<file path="src/rtl/alu_pkg.sv">
// Shared ALU opcodes, funct3 codes, issue FSM states and the funct3/funct7 decode
// used by both the issue controller and the decode stage.
package alu_pkg;

  localparam int DATA_W = 32;
  localparam int REG_W  = 5;

  localparam logic [2:0] ALU_ADD = 3'b000;
  localparam logic [2:0] ALU_SUB = 3'b100;
  localparam logic [2:0] ALU_OR  = 3'b110;
  localparam logic [2:0] ALU_AND = 3'b111;
  localparam logic [2:0] ALU_NOP = 3'b001;

  localparam logic [2:0] F3_ADD = 3'b000;
  localparam logic [2:0] F3_OR  = 3'b110;
  localparam logic [2:0] F3_AND = 3'b111;

  typedef enum logic [1:0] {IDLE, EXEC, DONE} state_e;

  typedef struct packed {
    logic       illegal;
    logic [2:0] opcode;
  } decode_t;

  // Bit 30 only selects SUB for register-register ops; OP-IMM ignores it.
  function automatic decode_t decode_op(input logic [2:0] funct3,
                                        input logic       funct7_5,
                                        input logic       is_imm);
    decode_t d;
    d.illegal = 1'b0;
    d.opcode  = ALU_ADD;
    case (funct3)
      F3_ADD:  d.opcode = (!is_imm && funct7_5) ? ALU_SUB : ALU_ADD;
      F3_AND:  d.opcode = ALU_AND;
      F3_OR:   d.opcode = ALU_OR;
      default: begin
        d.illegal = 1'b1;
        d.opcode  = ALU_NOP;
      end
    endcase
    return d;
  endfunction

endpackage

</file>
<file path="src/rtl/alu_issue_if.sv">
// Decode-side request and writeback-side response channels of the ALU issue stage.
interface alu_issue_if;
  import alu_pkg::*;

  logic              in_valid;
  logic              in_ready;
  logic [2:0]        in_funct3;
  logic              in_funct7_5;
  logic              in_is_imm;
  logic [DATA_W-1:0] in_rs1;
  logic [DATA_W-1:0] in_rs2;
  logic [DATA_W-1:0] in_imm;
  logic [REG_W-1:0]  in_rd;

  logic              out_valid;
  logic              out_ready;
  logic [DATA_W-1:0] out_result;
  logic [REG_W-1:0]  out_rd;
  logic              out_illegal;

  modport master (
    output in_valid, in_funct3, in_funct7_5, in_is_imm, in_rs1, in_rs2, in_imm, in_rd,
    input  in_ready,
    input  out_valid, out_result, out_rd, out_illegal,
    output out_ready
  );

  modport slave (
    input  in_valid, in_funct3, in_funct7_5, in_is_imm, in_rs1, in_rs2, in_imm, in_rd,
    output in_ready,
    output out_valid, out_result, out_rd, out_illegal,
    input  out_ready
  );

endinterface

</file>
<file path="src/rtl/alu.sv">
// Combinational execute-stage ALU; unsupported opcodes (including NOP) yield zero.
module alu
  import alu_pkg::*;
(
  input  logic [2:0]        opcode,
  input  logic [DATA_W-1:0] left,
  input  logic [DATA_W-1:0] right,
  output logic [DATA_W-1:0] result
);

  always_comb begin
    case (opcode)
      ALU_ADD: result = left + right;
      ALU_SUB: result = left - right;
      ALU_OR:  result = left | right;
      ALU_AND: result = left & right;
      default: result = '0;
    endcase
  end

endmodule

</file>
<file path="src/rtl/alu_issue.sv">
// Multicycle issue controller: latches a decoded op, runs it through the ALU for one
// cycle, then holds the captured result for writeback until it is taken.
module alu_issue
  import alu_pkg::*;
(
  input  logic              clk,
  input  logic              rst_n,
  alu_issue_if.slave        bus,
  output logic [DATA_W-1:0] op_count
);

  state_e            state_q, state_d;
  logic [2:0]        opcode_q, opcode_d;
  logic [DATA_W-1:0] left_q, left_d;
  logic [DATA_W-1:0] right_q, right_d;
  logic [REG_W-1:0]  rd_q, rd_d;
  logic              illegal_q, illegal_d;
  logic [DATA_W-1:0] result_q, result_d;
  logic [REG_W-1:0]  out_rd_q, out_rd_d;
  logic              out_illegal_q, out_illegal_d;
  logic [DATA_W-1:0] op_count_q, op_count_d;

  logic [DATA_W-1:0] alu_result;
  logic              accept;
  logic              out_fire;
  decode_t           dec;

  alu u_alu (
    .opcode (opcode_q),
    .left   (left_q),
    .right  (right_q),
    .result (alu_result)
  );

  // Held low during reset so decode never sees a ready it cannot honour.
  assign bus.in_ready = rst_n && ((state_q == IDLE) || (state_q == DONE && bus.out_ready));
  assign accept       = bus.in_valid && bus.in_ready;
  assign out_fire     = (state_q == DONE) && bus.out_ready;
  assign dec          = decode_op(bus.in_funct3, bus.in_funct7_5, bus.in_is_imm);

  // NOTE: every always_comb output gets a hold-value default first, so no path infers a latch.
  always_comb begin
    state_d       = state_q;
    opcode_d      = opcode_q;
    left_d        = left_q;
    right_d       = right_q;
    rd_d          = rd_q;
    illegal_d     = illegal_q;
    result_d      = result_q;
    out_rd_d      = out_rd_q;
    out_illegal_d = out_illegal_q;
    op_count_d    = op_count_q;

    if (out_fire) begin
      op_count_d = op_count_q + 1'b1;
      state_d    = IDLE;
    end
    if (state_q == EXEC) begin
      result_d      = alu_result;
      out_rd_d      = rd_q;
      out_illegal_d = illegal_q;
      state_d       = DONE;
    end
    if (accept) begin
      opcode_d  = dec.opcode;
      illegal_d = dec.illegal;
      left_d    = bus.in_rs1;
      right_d   = bus.in_is_imm ? bus.in_imm : bus.in_rs2;
      rd_d      = bus.in_rd;
      state_d   = EXEC;
    end
  end

  // NOTE: state is updated with non-blocking assignments so every flop sees pre-edge values.
  always_ff @(posedge clk) begin
    if (!rst_n) begin
      state_q       <= IDLE;
      opcode_q      <= ALU_NOP;
      left_q        <= '0;
      right_q       <= '0;
      rd_q          <= '0;
      illegal_q     <= 1'b0;
      result_q      <= '0;
      out_rd_q      <= '0;
      out_illegal_q <= 1'b0;
      op_count_q    <= '0;
    end else begin
      state_q       <= state_d;
      opcode_q      <= opcode_d;
      left_q        <= left_d;
      right_q       <= right_d;
      rd_q          <= rd_d;
      illegal_q     <= illegal_d;
      result_q      <= result_d;
      out_rd_q      <= out_rd_d;
      out_illegal_q <= out_illegal_d;
      op_count_q    <= op_count_d;
    end
  end

  assign bus.out_valid   = (state_q == DONE);
  assign bus.out_result  = result_q;
  assign bus.out_rd      = out_rd_q;
  assign bus.out_illegal = out_illegal_q;
  assign op_count        = op_count_q;

endmodule

</file>
<file path="src/flat_wrapper.sv">
// flat-port wrapper written by rule: the top's interface ports become plain ports
module alu_issue_flat import alu_pkg::*;
  (clk, rst_n, op_count, bus_in_valid, bus_in_funct3, bus_in_funct7_5, bus_in_is_imm, bus_in_rs1, bus_in_rs2, bus_in_imm, bus_in_rd, bus_in_ready, bus_out_valid, bus_out_result, bus_out_rd, bus_out_illegal, bus_out_ready);
  alu_issue_if bus_i ();
  input  logic clk;
  input  logic rst_n;
  output logic [DATA_W-1:0] op_count;
  input wire logic [$bits(bus_i.in_valid)-1:0] bus_in_valid;
  input wire logic [$bits(bus_i.in_funct3)-1:0] bus_in_funct3;
  input wire logic [$bits(bus_i.in_funct7_5)-1:0] bus_in_funct7_5;
  input wire logic [$bits(bus_i.in_is_imm)-1:0] bus_in_is_imm;
  input wire logic [$bits(bus_i.in_rs1)-1:0] bus_in_rs1;
  input wire logic [$bits(bus_i.in_rs2)-1:0] bus_in_rs2;
  input wire logic [$bits(bus_i.in_imm)-1:0] bus_in_imm;
  input wire logic [$bits(bus_i.in_rd)-1:0] bus_in_rd;
  output wire logic [$bits(bus_i.in_ready)-1:0] bus_in_ready;
  output wire logic [$bits(bus_i.out_valid)-1:0] bus_out_valid;
  output wire logic [$bits(bus_i.out_result)-1:0] bus_out_result;
  output wire logic [$bits(bus_i.out_rd)-1:0] bus_out_rd;
  output wire logic [$bits(bus_i.out_illegal)-1:0] bus_out_illegal;
  input wire logic [$bits(bus_i.out_ready)-1:0] bus_out_ready;
  assign bus_i.in_valid = bus_in_valid;
  assign bus_i.in_funct3 = bus_in_funct3;
  assign bus_i.in_funct7_5 = bus_in_funct7_5;
  assign bus_i.in_is_imm = bus_in_is_imm;
  assign bus_i.in_rs1 = bus_in_rs1;
  assign bus_i.in_rs2 = bus_in_rs2;
  assign bus_i.in_imm = bus_in_imm;
  assign bus_i.in_rd = bus_in_rd;
  assign bus_in_ready = bus_i.in_ready;
  assign bus_out_valid = bus_i.out_valid;
  assign bus_out_result = bus_i.out_result;
  assign bus_out_rd = bus_i.out_rd;
  assign bus_out_illegal = bus_i.out_illegal;
  assign bus_i.out_ready = bus_out_ready;
  alu_issue u_core (.clk(clk), .rst_n(rst_n), .bus(bus_i), .op_count(op_count));
endmodule
</file>
<file path="config.mk">
export PLATFORM = sky130hd
export DESIGN_NAME = alu_issue_flat
export DESIGN_NICKNAME = d
export VERILOG_FILES = /design/src/rtl/alu_pkg.sv /design/src/rtl/alu_issue_if.sv /design/src/rtl/alu.sv /design/src/rtl/alu_issue.sv /design/src/flat_wrapper.sv
export SDC_FILE = /design/constraint.sdc
export NUM_CORES = 1
export LEC_CHECK = 0
export CAP_MARGIN = 20
export CORE_AREA = 2 2 119 121
export CTS_CLUSTER_DIAMETER = 200
export DETAILED_ROUTE_END_ITERATION = 8
export DIE_AREA = 0 0 121 123
export DONT_BUFFER_PORTS = 1
export GPL_ROUTABILITY_DRIVEN = 0
export GPL_TIMING_DRIVEN = 1
export PLACE_DENSITY_LB_ADDON = 0.1
export SETUP_SLACK_MARGIN = 0.05
export SLEW_MARGIN = 20
export SYNTH_ARGS = -nofsm -noshare
export SYNTH_HDL_FRONTEND = slang
export SYNTH_SLANG_ARGS = --single-unit
</file>
<file path="constraint.sdc">
create_clock -name clk -period 6.2 [get_ports clk]
set_clock_uncertainty 0.05 [all_clocks]
set_input_delay 1.24 -clock clk [delete_from_list [all_inputs] [get_ports clk]]
set_output_delay 1.24 -clock clk [all_outputs]
set_load 0.01 [all_outputs]
</file>
==> results by group <==
Floorplan
  – Core footprint: 0.0136 mm²
  – Die Y: 123 µm
  – Die ar.: 0.0149 mm²
  – IO Pins: 182
  – Die W: 121 µm
  – Initial cell density of the core: 0.628
  – Row count: 43

STA
  – Slew headroom: 0.242
  – Final hold vios: 0
  – Highest clock rate: approximately 0.21 GHz
  – Crit path time final: ~4700 ps
  – Max-slew violations: 0
  – Fin Setup TNS: 0 ps
  – Final Cycle Share: 0.762
  – Slew @ Worst Pin: 1140 ps
  – RSZ-0062 raised after global routing: no
  – Setup-failing EPs final: 0

Flow run
  – Max-Cap Viols: 0

Setup path
  – CP Buf/Inv Count: 0
  – R2R setup slack: 1480 ps
  – Crit path largest cell delay: between 500 and 600 ps
  – Worst Path Required: 6420 ps
  – Crit-path max FO: 10
  – WS Path Type: flip-flop to flip-flop
  – Worst EP arrival: 4940 ps
  – Crit path max-delay family: compound AO/OA/AOI/OAI gates
  – Crit. End Element: flip-flop
  – Crit-path slowest cell: nor4_1
  – Setup crit start kind: flip-flop
  – Crit path cell chain: nor4_1 > and2_1 > nand2_1 > or2_2 > nor2_1 > a21oi_1 > xnor2_1 > ha_1 > nand4_1 > nor2_1 > a22o_1 > a311o_1 > o31ai_1 > o21ai_0 > xor2_1 > a22oi_1 > a21oi_1

Logic synthesis
  – Synth cell types: between 60 and 70
  – Ys async rst share: 0
  – FF+latch count, synth: 145
  – Mean Syn Cell Area: just over 8 µm²
  – Top FF cell, synth: dfxtp_1
  – Yosys Warn Count: 0
  – Mapped Nets: 1,180
  – Post-synth design cell area: 0.00855 mm²
  – Sequential area share after synthesis: 0.339
  – Number of synthesized flops with an enable pin: 0
  – Post-Synthesis Cells: 1,034

CTS
  – TritonCTS buffer count: 17
  – Depth of the CTS H-tree: 4
  – CTS tree: built
  – Clock slew at reported path FFs: 60 ps
  – Maximum buffer depth of the clock tree: 2
  – Worst-Skew Late Latency: 430 ps
  – Root buffer cell: clkbuf_16
  – Clk sinks: 145
  – Setup bufs post-CTS: 0
  – CTS Hold Buffers Added: 0
  – Post-cts sizing count: 0

Global routing
  – Total congestion overflow: 0
  – Initial antenna violation count: 0
  – First-pass GRT wire length: 33,400 µm
  – Number of global-route vias before repair: 6,660
  – Pin count of the biggest net entering global routing: 145
  – Total track usage: 0.283

Layout
  – # fillers: 1,186
  – Fin nets: 1,136
  – Proportion of layout cells with a drive suffix above 1: 0.0518
  – Area of the multi-input gates: 0.00535 mm²
  – Area Growth Syn to Fin: 6.83%
  – Seq. cell area: 0.00290 mm²
  – Final core utilization: 0.671
  – Ant diodes: 0

Worst hold path
  – Worst Hold Class: flip-flop to flip-flop

Run status
  – Outcome: completed

Drt
  – Vias/cell: 6.09
  – Average routed wire per standard cell: 17.7 µm
  – Final ANT Viol Nets: 0
  – Iter 0 DRT Violations: 385
  – Drt total wl: around 21,000 µm
  – DRC: 0
  – Drt pass-1 iters: 5
  – DR vias: 7,209

Place
  – # port buffers: 0
  – Hpwl dp: 14,600 µm

Power and ir drop
  – Pleak: between 4 and 5 nW
  – P per Cell Area: 279 mW/mm²
  – Peak VDD IR: 322 µV
==> cell usage in the layout, fill, tap and decap left out, types with 3 or more instances in the layout <==
cell type	synthesis	final
buf_4	0	5
a31oi_1	7	7
a21boi_0	10	10
and3_1	14	13
xnor2_1	56	56
or2_2	5	5
a221oi_1	14	14
xor2_1	25	25
o211ai_1	4	4
nor3_1	9	9
nand2b_1	5	5
inv_1	12	12
clkinv_2	0	3
a22oi_1	8	8
a211oi_1	3	3
a21oi_1	51	51
clkbuf_16	0	17
clkbuf_8	0	3
maj3_1	30	30
a22o_1	3	3
o21a_1	6	6
a21o_1	19	19
o31ai_1	8	8
ha_1	35	35
inv_6	0	3
a31o_2	3	3
and2_1	34	34
nor3b_1	7	7
mux2i_1	35	35
nor4_1	3	3
nor2_1	50	50
o211a_1	33	33
nand2_1	165	165
dfxtp_1	145	145
or3_1	6	6
nand4_1	10	10
o21ai_0	82	82
nor2b_1	9	8
nand3_1	24	24
o21bai_1	5	5
==> layout make-up <==
type | instances | area share
Timing Repair Buffer | 5 | 0.00411
Tap cell | 180 | 0.0246
Sequential cell | 145 | 0.318
Clock buffer | 21 | 0.0515
Inverter | 12 | 0.00493
Clock inverter | 11 | 0.0114
Multi-Input combinational cell | 809 | 0.586
==> worst min-delay path: cells and delay by family (launching register included) <==
kind,cells,cell delay [ps]
compound gates,1,60
flops,1,310
simple gates,1,50
==> path summary, 6_finish.rpt <==
path	to	cells after the start	start
hold reg to reg	u_core.rd_q[0]$_SDFFE_PN0P_	2	u_core.rd_q[0]$_SDFFE_PN0P_
hold / removal	u_core.rd_q[0]$_SDFFE_PN0P_	2	u_core.rd_q[0]$_SDFFE_PN0P_
setup reg to reg	u_core.bus.out_result[23]$_SDFFE_PN0P_	17	u_core.right_q[2]$_SDFFE_PN0P_
setup / recovery	u_core.bus.out_result[23]$_SDFFE_PN0P_	17	u_core.right_q[2]$_SDFFE_PN0P_
==> flip-flops by register name, summed over array words and instances, names as in the netlist <==
register,flops
u_core.bus.out_rd,5
u_core.rd_q,5
u_core.bus.out_illegal,1
u_core.bus.out_result,32
u_core.right_q,32
u_core.left_q,32
u_core.state_q,2
u_core.op_count,32
u_core.opcode_q,3
u_core.illegal_q,1
==> per-stage QoR <==
step	hold slack (ps)	cell area (µm²)	total power [mW]	setup WS [ps]	cells
2_1_floorplan	386	8550	1.47	2260	1034
3_3_place_gp	397	8560	1.56	1610	1151
3_5_place_dp	403	8560	1.56	1530	1151
4_1_cts	412	9140	2.56	1530	1183
5_1_grt	429	9140	2.67	1110	1183
6_report	406	9140	2.55	1480	1183
==> metal layers <==
layer	part of all wire	GRT usage	wire length (µm)	up-vias
li1	-	-	-	3578
met3	0.071	0.0752	1500	34
met4	0.024	0.107	495	0
met1	0.45	0.361	9460	3354
met2	0.45	0.459	9500	243
met5	0	0	0	-
==> synth_stat cells (all sizes together), types with 2 or more instances <==
cell type	number	area share
nor4	4	0.0047
a21o	19	0.017
o31ai	8	0.0070
o211a	33	0.039
nand4	10	0.0073
nor3b	7	0.0061
o31a	2	0.0020
mux2i	35	0.041
and2	34	0.025
nor2b	9	0.0066
nor2	50	0.022
nand3	24	0.014
a41oi	2	0.0020
a211oi	3	0.0026
clkbuf	63	0.028
a22oi	8	0.0070
a211o	2	0.0020
buf	5	0.0032
and4	2	0.0020
or2	5	0.0037
nand2	166	0.073
nand2b	5	0.0037
o211ai	4	0.0035
ha	35	0.051
o21bai	5	0.0044
xnor2	56	0.057
nand3b	2	0.0018
a21oi	51	0.030
or4	2	0.0022
a311o	2	0.0023
a21boi	10	0.0088
o21ai	84	0.050
nor3	10	0.0064
xor2	25	0.026
a221oi	14	0.014
maj3	30	0.035
or3	6	0.0044
a22o	3	0.0031
a31oi	7	0.0051
o22ai	2	0.0015
o21a	6	0.0053
a31o	3	0.0031
and3	14	0.010
inv	12	0.0053
dfxtp	145	0.34
==> kinds of logic after synthesis <==
logic type	count (synthesis)	share of synthesized area
compound gates	273	0.214
xor+xnor	81	0.0829
fa+ha+maj	66	0.0886
buf+inv	80	0.0363
flops	145	0.339
mux	35	0.0410
simple gates	354	0.198
==> power by group <==
group | internal, mW | total, mW | switching [mW]
Sequential | 0.982 | 1.05 | 0.0637
Clock | 0.586 | 0.997 | 0.411
Combinational | 0.218 | 0.507 | 0.289
No activity file was read; power rests on OpenSTA's default activity.
